**config.mk**
```make
export PLATFORM = sky130hd
export DESIGN_NAME = fifo_wr_ingress
export DESIGN_NICKNAME = d
export VERILOG_FILES = /design/src/rtl/fifo_wr_ingress.sv
export SDC_FILE = /design/constraint.sdc
export NUM_CORES = 1
export LEC_CHECK = 0
export BUFFER_PORTS_ARGS = -buffer_cell sky130_fd_sc_hd__buf_2
export CAP_MARGIN = 0
export CORE_MARGIN = 3
export CORE_UTILIZATION = 50
export DETAILED_ROUTE_END_ITERATION = 16
export PLACE_DENSITY = 0.77
export SLEW_MARGIN = 20
export SYNTH_ARGS = -nofsm -noshare
export SYNTH_HDL_FRONTEND = slang
export SYNTH_SLANG_ARGS = --single-unit
```
**constraint.sdc**
```tcl
create_clock -name wclk -period 2.3 [get_ports wclk]
set_input_delay 0.23 -clock wclk [delete_from_list [all_inputs] [get_ports wclk]]
set_output_delay 0.23 -clock wclk [all_outputs]
set_load 0.005 [all_outputs]
```
**src/rtl/fifo_wr_ingress.sv**
```systemverilog
// -----------------------------------------------------------------------------
// fifo_wr_ingress
//
// Write-side ingress stage placed directly upstream of the write-pointer/full
// block of an asynchronous FIFO. A producer stream is absorbed into a 2-entry
// skid buffer. The full flag from the pointer block is registered, so it
// arrives one cycle late. The skid buffer makes sure that delay never loses
// data. The buffer head is issued to the pointer block and the dual-port RAM
// whenever full is low.
//
// Optional occupancy reporting is built only when the macro
// FIFO_WR_INGRESS_ALMOST_FULL_EN is defined. Otherwise wlevel and almost_full
// are tied to 0, and the ports are kept in both builds.
//
// Handshake: a beat transfers on a rising wclk edge where s_valid and s_ready
// are both high. s_ready is decoded from registered state only. It does not
// depend on s_valid or full in the same cycle.
//
// Ports
//   wclk        in   write-domain clock (rising edge)
//   rst         in   synchronous active-high reset
//   s_valid     in   producer data valid
//   s_data      in   producer data [DATA_WIDTH]
//   s_ready     out  ingress can accept s_data this cycle
//   full        in   registered full flag from the write-pointer block
//   wptr        in   gray write pointer (next value) [ADDR_WIDTH+1]
//   rptr_sync   in   gray read pointer synchronized into wclk [ADDR_WIDTH+1]
//   winc        out  write strobe to the write-pointer block
//   wen         out  RAM write enable (same as winc)
//   wdata       out  RAM write data, the skid-buffer head [DATA_WIDTH]
//   wlevel      out  FIFO occupancy 0..DEPTH [ADDR_WIDTH+1]
//   almost_full out  wlevel >= AF_THRESH
//   stall_cnt   out  saturating count of cycles held back by full [16]
// -----------------------------------------------------------------------------
module fifo_wr_ingress #(
  parameter int DATA_WIDTH = 8,
  parameter int ADDR_WIDTH = 3,
  parameter int AF_THRESH  = 6
) (
  input  logic                  wclk,
  input  logic                  rst,
  input  logic                  s_valid,
  input  logic [DATA_WIDTH-1:0] s_data,
  output logic                  s_ready,
  input  logic                  full,
  input  logic [ADDR_WIDTH:0]   wptr,
  input  logic [ADDR_WIDTH:0]   rptr_sync,
  output logic                  winc,
  output logic                  wen,
  output logic [DATA_WIDTH-1:0] wdata,
  output logic [ADDR_WIDTH:0]   wlevel,
  output logic                  almost_full,
  output logic [15:0]           stall_cnt
);

  localparam int PW = ADDR_WIDTH + 1;

  // Skid buffer state
  logic [DATA_WIDTH-1:0] r_buf [2];
  logic                  r_head;
  logic                  r_tail;
  logic [1:0]            r_cnt;
  // Low during reset and high from the first cycle after it. This keeps
  // s_ready low while rst is asserted without a combinational path from rst.
  logic                  r_ready_en;
  logic [15:0]           r_stall;

  logic w_push;
  logic w_pop;
  logic w_not_empty;

  assign w_not_empty = (r_cnt != 2'd0);
  assign s_ready     = r_ready_en & (r_cnt != 2'd2);
  assign w_push      = s_valid & s_ready;
  // The only combinational input into winc is full. The head issues in the
  // same cycle that full drops.
  assign w_pop       = w_not_empty & ~full;
  assign winc        = w_pop;
  assign wen         = w_pop;
  assign wdata       = r_buf[r_head];
  assign stall_cnt   = r_stall;

  always_ff @(posedge wclk) begin
    if (rst) begin
      r_buf[0]   <= '0;
      r_buf[1]   <= '0;
      r_head     <= 1'b0;
      r_tail     <= 1'b0;
      r_cnt      <= 2'd0;
      r_ready_en <= 1'b0;
      r_stall    <= 16'd0;
    end else begin
      r_ready_en <= 1'b1;
      if (w_push) begin
        r_buf[r_tail] <= s_data;
        r_tail        <= ~r_tail;
      end
      if (w_pop) begin
        r_head <= ~r_head;
      end
      // A push and a pop in the same cycle leave the count unchanged.
      case ({w_push, w_pop})
        2'b10:   r_cnt <= r_cnt + 2'd1;
        2'b01:   r_cnt <= r_cnt - 2'd1;
        default: r_cnt <= r_cnt;
      endcase
      if (w_not_empty && full && (r_stall != 16'hFFFF)) begin
        r_stall <= r_stall + 16'd1;
      end
    end
  end

`ifdef FIFO_WR_INGRESS_ALMOST_FULL_EN
  localparam logic [PW-1:0] AF_LIM = PW'(AF_THRESH);

  // Gray to binary: the MSB passes through, and each lower bit is the XOR of
  // the decoded bit above it with its own gray bit.
  function automatic logic [PW-1:0] gray2bin(input logic [PW-1:0] g);
    logic [PW-1:0] b;
    b[PW-1] = g[PW-1];
    for (int i = PW - 2; i >= 0; i--) begin
      b[i] = b[i+1] ^ g[i];
    end
    return b;
  endfunction

  logic [PW-1:0] w_wbin;
  logic [PW-1:0] w_rbin;
  logic [PW-1:0] w_diff;
  logic [PW-1:0] r_wlevel;
  logic          r_af;

  assign w_wbin = gray2bin(wptr);
  assign w_rbin = gray2bin(rptr_sync);
  // The pointers carry one extra wrap bit. Modulo-2^PW subtraction handles
  // pointer wrap and reports a completely full FIFO as DEPTH, not 0.
  assign w_diff = w_wbin - w_rbin;

  always_ff @(posedge wclk) begin
    if (rst) begin
      r_wlevel <= '0;
      r_af     <= 1'b0;
    end else begin
      r_wlevel <= w_diff;
      r_af     <= (w_diff >= AF_LIM);
    end
  end

  assign wlevel      = r_wlevel;
  assign almost_full = r_af;
`else
  logic w_unused_ptrs;
  assign w_unused_ptrs = ^{wptr, rptr_sync};
  assign wlevel        = '0;
  assign almost_full   = 1'b0;
`endif

endmodule

```
==> impl_metrics.csv, run 1 <==
group,metric,value,unit
clock_tree,cts_root_buf,"clkbuf_4",
critical_path,r2r_cells,4,
timing,fin_worst_skew,0.00552,ns
clock_tree,path_clk_slew,0.12,ns
route,drtIter0Drc,42,
route,viasPerCell,5.59,
global_routing,grt-ovfl-total,0,
route,drc,0,
clock_tree,post_cts_buffers,0,
critical_path,reg2reg_slack,0.31,ns
power_and_ir_drop,power.density,786,nW/um2
yosys,dominantRegCellSynth,"dfxtp_1",
critical_path,worstSetupPathType,"flip-flop to flip-flop",
clock_tree,clock_latency,0.35,ns
die,die_w,66.3,um
timing,rsz0062_at_grt,"false",
yosys,synth_edf_count,16,
outcome,status,"finished clean",
finish,antenna_cells,0,
finish,area_growth,17.5,%
timing,tightest_slew,0.757,ns
timing,slew_viol_final,0,
worst_hold_path,hold_class,"input port to flip-flop",
finish,final_util,62.6,%
timing,post-route-period-util,86.4,%
timing,finalHoldViolCount,0,
yosys,synth-simple-area-share,22.6,%
global_routing,grt_pass1_wl,6.09,mm
yosys,yosysSeqAreaShare,50.6,%
yosys,synth_adder_area_share,1.38,%
die,chipHeight,66.3,um
die,core,3420,um2
place,gp_congestion,0.819,
place,dp_hpwl,2.62,mm
critical_path,start_kind,"flip-flop",
global_routing,grt_pass1_vias,1370,
critical_path,worstPathMaxFanout,9,
timing,clock.fmax,503,MHz
die,placementRows,21,
yosys,ys_warn_count,0,
critical_path,required,2.36,ns
yosys,synth.distinct_cells,45,
yosys,ys_ff_latch,38,
critical_path,r2r-end,"r_buf[1][7]",
finish,drive_above_1_share,30.0,%
critical_path,worstReg2RegStart,"r_cnt[1]",
run,max-cap-violations,0,
yosys,synth_cells,172,
clock_tree,cts_buffer_depth,2,
clock_tree,cts_inserted_buffers,5,
timing,fin_crit,1.99,ns
global_routing,grt_max_degree,18,
yosys,synth_area,1820,um2
yosys,synthMuxAreaShare,6.19,%
power_and_ir_drop,max-vdd-ir-drop,401,uV
clock_tree,cts_hold_buf,0,
die,boundaryPins,52,
yosys,synth-compound-area-share,12.4,%
route,detail-route-antenna-nets,0,
timing,setup_viol,0,
yosys,synth_area_per_cell,10.6,um2
critical_path,critPathLaunch,"r_cnt[1]",
critical_path,crit_arrival,2.04,ns
critical_path,end_kind,"flip-flop",
global_routing,grt_antenna_before_repair,0,
timing,fin_tns_setup,0,ns
route,dr.pass1.iters,4,
finish,layout_commonest_cell,"buf_2",
place,io_buffer_count,38,
route,vias,1447,
power_and_ir_drop,leakagePower,0.894,nW
route,wl_per_cell,13.9,um
yosys,synth_top_family_by_area,"simple AND/OR/NAND/NOR gates",
finish,final_cell_mix,"38 x buf_2, 22 x dfxtp_1, 16 x and2_1, 16 x edfxtp_1, 12 x nor2_1",
die,initial_core_util,53.3,%
global_routing,globalRouteTotalUtil,18.1,%
clock_tree,clock-sinks,38,
die,dieArea,4400,um2
clock_tree,cts.repair.resized,0,
critical_path,cp-endpoint,"r_buf[1][7]",
clock_tree,cts_tree,"yes",
finish,nets,234,
timing,timing.slew.headroom,49.2,%
route,wirelength,3.61,mm
clock_tree,htreeDepth,2,
yosys,synth_xor_area_share,1.93,%
yosys,async_flop_share,0,%
## flip-flops by register name, indices dropped and copies added (netlist names), named ones only
signal      cells
r_cnt           2
r_head          1
r_ready_en      1
r_tail          1
r_buf          16
stall_cnt      16
## cells by family (layout without fill, tap and decap cells)
logic type	Yosys count	after routing
simple gates	67	67
xor+xnor	4	4
flops	38	38
fa+ha+maj	2	2
compound gates	34	34
other cells	1	5
buf+inv	16	53
mux	10	10
## final cells by class
type | count | area, um2
clock inverter | 3 | 68.8
timing repair buffer | 40 | 205
tap | 46 | 57.6
inverter | 5 | 18.8
sequential | 38 | 921
multi-input combinational | 122 | 828
clock buffer | 5 | 37.5
fill | 298 | 1280
## per-stage QoR
step / cells / area [um2] / power (mW) / worst slack [ns] / hold WS, ns
4_1_cts: 259 / 2140 / 1.69 / 0.237 / 0.152
2_1_floorplan: 176 / 1830 / 1.03 / 0.631 / 0.340
3_3_place_gp: 251 / 2030 / 1.11 / 0.342 / 0.474
6_report: 259 / 2140 / 1.68 / 0.314 / 0.159
3_5_place_dp: 251 / 2030 / 1.12 / 0.252 / 0.504
5_1_grt: 259 / 2140 / 1.77 / 0.120 / 0.139
## cells in the mapped netlist, types with 3 or more instances
cell type	number	area share, %
nand2_1	6	1.2
or3_1	3	1.0
mux2_2	10	6.2
dfxtp_1	22	24
and2_1	16	5.5
buf_4	6	2.5
edfxtp_1	16	26
o31ai_1	6	2.5
nor3_1	4	1.1
nand3_1	4	1.1
inv_1	5	1.0
a21oi_1	10	2.8
nor2_1	12	2.5
o21ai_0	6	1.7
or4_1	6	2.5
## power by group
group / leakage [nW] / total [mW] / switching, mW / internal, mW
logic: 0.493 / 0.300 / 0.146 / 0.154
registers: 0.346 / 0.810 / 0.0483 / 0.762
clock network: 0.0554 / 0.570 / 0.230 / 0.340
## worst max-delay path: stages (launching register included)
cell and delay (ns):
dfxtp_1 0.38, inv_1 0.09, o211ai_1 0.22, nor3b_1 0.67, or2_2 0.35
## routing by layer
metal	share of wire [%]	global-route usage, %	up-vias
met5	0	0	-
met4	0.75	5.58	0
met3	6.5	5.61	2
met2	49	30.7	45
met1	44	21.7	690
li1	-	-	710
## worst min-delay path by stage
stage | cells past startpoint | startpoint | end | slack [ns]
6_report | 2 | rst | flip-flop | 0.16
5_1_grt | 2 | s_data[3] | r_buf[1][3] | 0.14
4_1_cts | 2 | s_data[6] | r_buf[0][6] | 0.15
3_5_place_dp | 2 | stall_cnt[6] | stall_cnt[6] | 0.50
3_3_place_gp | 2 | stall_cnt[6] | stall_cnt[6] | 0.47
2_1_floorplan | 1 | rst | r_ready_en | 0.34
No activity file was read; power rests on OpenSTA's default activity.
==> inputs of run 2 (changes only) <==
--- a/config.mk
+++ b/config.mk
@@ -10,6 +10,7 @@
 export CORE_MARGIN = 3
 export CORE_UTILIZATION = 50
 export DETAILED_ROUTE_END_ITERATION = 16
+export MAX_ROUTING_LAYER = met4
 export PLACE_DENSITY = 0.77
 export SLEW_MARGIN = 20
 export SYNTH_ARGS = -nofsm -noshare
==> run 2 against run 1 <==
Register-to-register slack better by 0.02 ns. Total power is 0.14% lower. Clock-buffer cell count stayed put. Die area stayed put. Clock skew is 0.0020 ns higher. Critical endpoint unchanged. Largest cell class unchanged. Largest power group unchanged. Highest routed layer unchanged.
==> impl_metrics.csv, run 2 (same netlist as run 1, synthesis figures left out) <==
group,metric,value,unit
run,max-cap-violations,0,
place,place_ws,0.252,ns
global_routing,grt_pass1_vias,1369,
critical_path,worstReg2RegStart,"r_cnt[1]",
clock_tree,cts_root_buf,"clkbuf_4",
die,initial_core_util,53.3,%
clock_tree,path_clk_slew,0.12,ns
place,dp_hpwl,2.62,mm
route,detail-route-antenna-nets,0,
critical_path,worstSetupPathType,"flip-flop to flip-flop",
critical_path,end_kind,"flip-flop",
finish,nets,234,
clock_tree,cts.repair.resized,0,
die,die_w,66.3,um
die,boundaryPins,52,
global_routing,grt-ovfl-total,0,
clock_tree,cts_inserted_buffers,5,
route,wl_per_cell,13.9,um
global_routing,globalRouteTotalUtil,18.6,%
timing,setup_viol,0,
global_routing,grt_antenna_before_repair,0,
route,drc,0,
critical_path,r2r_cells,4,
finish,area_growth,17.5,%
place,gp_congestion,0.831,
clock_tree,cts_hold_buf,0,
finish,fin_cells,259,
clock_tree,clock_latency,0.35,ns
route,wirelength,3.60,mm
route,dr.pass1.iters,4,
timing,fin_worst_skew,0.00754,ns
timing,timing.slew.headroom,49.6,%
clock_tree,cts_tree,"yes",
worst_hold_path,hold_class,"input port to flip-flop",
timing,fin_tns_setup,0,ns
clock_tree,cts_buffer_depth,2,
timing,fin_crit,1.97,ns
outcome,status,"finished clean",
finish,finalInstanceArea,2140,um2
global_routing,grt_max_degree,18,
power_and_ir_drop,power.density,785,nW/um2
die,placementRows,21,
route,vias,1448,
die,dieArea,4400,um2
timing,setup_ws,0.335,ns
finish,final_cell_mix,"38 x buf_2, 22 x dfxtp_1, 16 x and2_1, 16 x edfxtp_1, 12 x nor2_1",
worst_hold_path,worstHoldStart,"s_data[6]",
place,place_inst,251,
finish,antenna_cells,0,
route,drtIter0Drc,50,
global_routing,grt_pass1_wl,6.10,mm
place,postPlaceCellArea,2030,um2
critical_path,reg2reg_slack,0.33,ns
timing,hold_slack,0.163,ns
timing,tightest_slew,0.751,ns
timing,finalHoldViolCount,0,
worst_hold_path,worstHoldEndpoint,"r_buf[0][6]",
die,core,3420,um2
power_and_ir_drop,p_total,1.68,mW
critical_path,worstPathMaxFanout,9,
critical_path,r2r-end,"r_buf[1][7]",
timing,rsz0062_at_grt,"false",
critical_path,crit_arrival,2.02,ns
worst_hold_path,min_path_cells,2,
die,chipHeight,66.3,um
critical_path,required,2.36,ns
timing,slew_viol_final,0,
route,viasPerCell,5.59,
finish,drive_above_1_share,30.0,%
timing,clock.fmax,509,MHz
timing,post-route-period-util,85.4,%
finish,layout_commonest_cell,"buf_2",
power_and_ir_drop,leakagePower,0.894,nW
clock_tree,post_cts_buffers,0,
critical_path,start_kind,"flip-flop",
power_and_ir_drop,max-vdd-ir-drop,401,uV
clock_tree,htreeDepth,2,
clock_tree,clock-sinks,38,
finish,final_util,62.6,%
place,io_buffer_count,38,
run 2: cell counts in the layout (fill, tap and decap cells not counted):
Identical to the previous run, type by type.
run 2: worst max-delay path by stage:
| stage | from | end | slack (ns) | depth (start not counted) |
|---|---|---|---|---|
| after global routing | r_cnt[1] | r_buf[1][0] | 0.12 | 4 |
| final | r_cnt[1] | r_buf[1][7] | 0.33 | 4 |
| after detailed placement | r_cnt[1] | r_buf[0][7] | 0.25 | 3 |
| after CTS | r_cnt[1] | r_buf[0][5] | 0.24 | 3 |
| after global placement | r_cnt[1] | r_buf[1][1] | 0.34 | 4 |
| after floorplan | r_cnt[0] | r_buf[0][0] | 0.63 | 3 |
run 2: cell type report:
cell class / count / area (um2)
clock buffers: 5 / 37.5
clock inverters: 3 / 68.8
multi-input cells: 122 / 828
fillers: 298 / 1280
well taps: 46 / 57.6
inverters: 5 / 18.8
flip-flops and latches: 38 / 921
repair buffers: 40 / 205
run 2: where the power goes:
group / internal [mW] / switching [mW] / leakage (nW)
Sequential: 0.762 / 0.0479 / 0.346
Combinational: 0.154 / 0.146 / 0.493
Clock: 0.340 / 0.229 / 0.0554
Total: 1.26 / 0.422 / 0.894
run 2: worst max-delay path: stages, from the launching register on:
cell and delay, ns:
dfxtp_1 0.37, inv_1 0.09, o211ai_1 0.22, nor3b_1 0.65, or2_2 0.35
run 2: metal layers:
layer | GRT usage (%) | share of wire, % | vias to the layer above
li1 | - | - | 713
met1 | 21.9 | 44 | 686
met2 | 30.7 | 49 | 47
met3 | 5.44 | 5.8 | 2
met4 | 5.58 | 0.75 | 0
met5 | - | 0 | -
==> inputs of run 3 (changes only) <==
==> constraint.sdc (replaced) <==
create_clock -name wclk -period 2 [get_ports wclk]
set_input_delay 0.2 -clock wclk [delete_from_list [all_inputs] [get_ports wclk]]
set_output_delay 0.2 -clock wclk [all_outputs]
set_load 0.005 [all_outputs]
==> run 3 against run 2 <==
Non-clock buffer count increased by 3. Setup slack got worse by 0.19 ns. Die area unchanged. Register-to-register slack got worse by 0.19 ns. Clock skew decreased by 0.0036 ns. Total power decreased by 0.56%. Global-route usage increased by 1.1 points.
==> impl_metrics.csv, run 3 (same netlist as run 1, synthesis figures left out) <==
group,metric,value,unit
route,vias,1452,
finish,area_growth,15.9,%
power_and_ir_drop,p_clk_share,23.0,%
timing,setup_viol,0,
worst_hold_path,worstHoldEndpoint,"r_buf[0][1]",
global_routing,grt_pass1_wl,6.33,mm
power_and_ir_drop,power.density,792,nW/um2
place,dp_hpwl,2.85,mm
critical_path,cp_cell_sequence,"ha_1 -> and4_1 -> and4b_2 -> or4_1 -> a21oi_1",
finish,layout_commonest_cell,"buf_2",
finish,fin_cells,262,
global_routing,grt_max_degree,17,
power_and_ir_drop,netSwitchingPower,0.486,mW
outcome,status,"finished clean",
die,initial_core_util,53.3,%
power_and_ir_drop,p_seq_share,56.8,%
clock_tree,cts_buffer_depth,2,
worst_hold_path,worstHoldStart,"s_data[1]",
route,drtIter0Drc,46,
finish,nets,237,
timing,timing.slew.headroom,61.8,%
critical_path,required,2.27,ns
die,boundaryPins,52,
worst_hold_path,hold_class,"input port to flip-flop",
timing,fin_worst_skew,0.00393,ns
critical_path,slowest_stage,"or4_1",
critical_path,worstSetupPathType,"flip-flop to flip-flop",
critical_path,r2r-end,"stall_cnt[5]",
power_and_ir_drop,p_comb_share,20.3,%
timing,slew_viol_final,0,
finish,finalInstanceArea,2110,um2
clock_tree,cts_tree,"yes",
timing,post-route-period-util,92.7,%
place,io_buffer_count,38,
critical_path,start_kind,"flip-flop",
power_and_ir_drop,leakagePower,0.881,nW
place,postPlaceCellArea,2050,um2
route,dr.pass1.iters,4,
critical_path,crit_arrival,2.13,ns
finish,antenna_cells,0,
critical_path,worstReg2RegStart,"stall_cnt[0]",
clock_tree,clock_latency,0.34,ns
timing,rsz0062_at_grt,"false",
global_routing,grt_pass1_vias,1389,
place,place_inst,254,
die,die_w,66.3,um
clock_tree,post_cts_buffers,0,
route,wl_per_cell,14.3,um
route,detail-route-antenna-nets,0,
global_routing,grt-ovfl-total,0,
place,gp_congestion,0.823,
die,chipHeight,66.3,um
timing,fin_tns_setup,0,ns
route,drc,0,
finish,drive_above_1_share,31.0,%
critical_path,worstPathMaxFanout,13,
timing,finalHoldViolCount,0,
finish,final_util,61.7,%
critical_path,slowest_delay,0.49,ns
power_and_ir_drop,p_total,1.67,mW
run,max-cap-violations,0,
clock_tree,htreeDepth,2,
timing,fin_crit,1.85,ns
die,dieArea,4400,um2
finish,final_cell_mix,"38 x buf_2, 22 x dfxtp_1, 16 x and2_1, 16 x edfxtp_1, 12 x nor2_1",
clock_tree,path_clk_slew,0.11,ns
power_and_ir_drop,p_int,1.18,mW
global_routing,globalRouteTotalUtil,19.7,%
worst_hold_path,min_path_cells,2,
clock_tree,clock-sinks,38,
power_and_ir_drop,switching_share,29.2,%
route,viasPerCell,5.54,
timing,clock.fmax,540,MHz
critical_path,r2r_cells,5,
power_and_ir_drop,max-vdd-ir-drop,504,uV
die,placementRows,21,
clock_tree,cts_root_buf,"clkbuf_4",
critical_path,end_kind,"flip-flop",
timing,tightest_slew,0.568,ns
die,core,3420,um2
critical_path,reg2reg_slack,0.15,ns
clock_tree,cts_inserted_buffers,5,
global_routing,grt_antenna_before_repair,0,
route,wirelength,3.75,mm
[run 3: cell types whose count changed in the layout (fill, tap and decap cells not counted)]
| cell | before | now |
|---|---|---|
| bufinv_16 | 2 | 0 |
| o21ai_1 | 1 | 0 |
| and4b_2 | 0 | 1 |
| clkinv_1 | 0 | 1 |
| clkinv_4 | 1 | 0 |
| and4b_1 | 1 | 0 |
| clkinvlp_4 | 0 | 1 |
| o21ai_0 | 5 | 6 |
| clkinv_2 | 0 | 1 |
| buf_4 | 2 | 5 |
[run 3: critical path, delay by kind of cell, from the launching register on]
family | cells | cell delay, ns
AO/OA/AOI/OAI | 1 | 0.16
adder cells (fa/ha/maj) | 1 | 0.26
flip-flops | 1 | 0.35
AND/OR/NAND/NOR | 3 | 1.03
[run 3: power groups by stage]
stage	registers, mW	logic, mW	clock network (mW)
2_1_floorplan	0.919	0.266	0
3_3_place_gp	0.957	0.316	0
3_5_place_dp	0.965	0.339	0
4_1_cts	0.948	0.342	0.396
5_1_grt	0.958	0.379	0.454
6_report	0.947	0.338	0.384
[run 3: worst max-delay path by stage]
stage / startpoint / slack [ns] / cells after the start / end
after floorplan: r_cnt[0] / 0.33 / 3 / r_buf[0][0]
after global placement: stall_cnt[0] / 0.22 / 5 / stall_cnt[5]
after detailed placement: stall_cnt[0] / 0.15 / 5 / stall_cnt[4]
after CTS: stall_cnt[0] / 0.12 / 5 / stall_cnt[5]
after global routing: stall_cnt[0] / 0.03 / 5 / stall_cnt[6]
final: stall_cnt[0] / 0.15 / 5 / stall_cnt[5]
[run 3: area by class of cell]
type	count	area (um2)
Fill cell	295	1310
Sequential cell	38	921
Multi-Input combinational cell	122	830
Timing Repair Buffer	43	228
Tap cell	46	57.6
Clock buffer	5	37.5
Inverter	5	18.8
Clock inverter	3	16.3
[run 3: through the flow]
stage | hold slack [ns] | setup slack, ns
after global placement | 0.474 | 0.218
final | 0.142 | 0.147
after CTS | 0.123 | 0.123
after detailed placement | 0.490 | 0.149
after global routing | 0.0991 | 0.0256
after floorplan | 0.310 | 0.331
[run 3: layer usage]
| layer | vias up | routed length (um) | track usage (%) |
|---|---|---|---|
| met1 | 692 | 1610 | 22.6 |
| met4 | 0 | 0 | 4.82 |
| li1 | 718 | - | - |
| met5 | - | 0 | - |
| met3 | 0 | 195 | 7.14 |
| met2 | 42 | 1950 | 32.7 |
[run 3: timing repair]
item,in CTS,in global routing
hold buffers,0,0
gates resized for setup,0,1
endpoints found under the setup margin,0,1
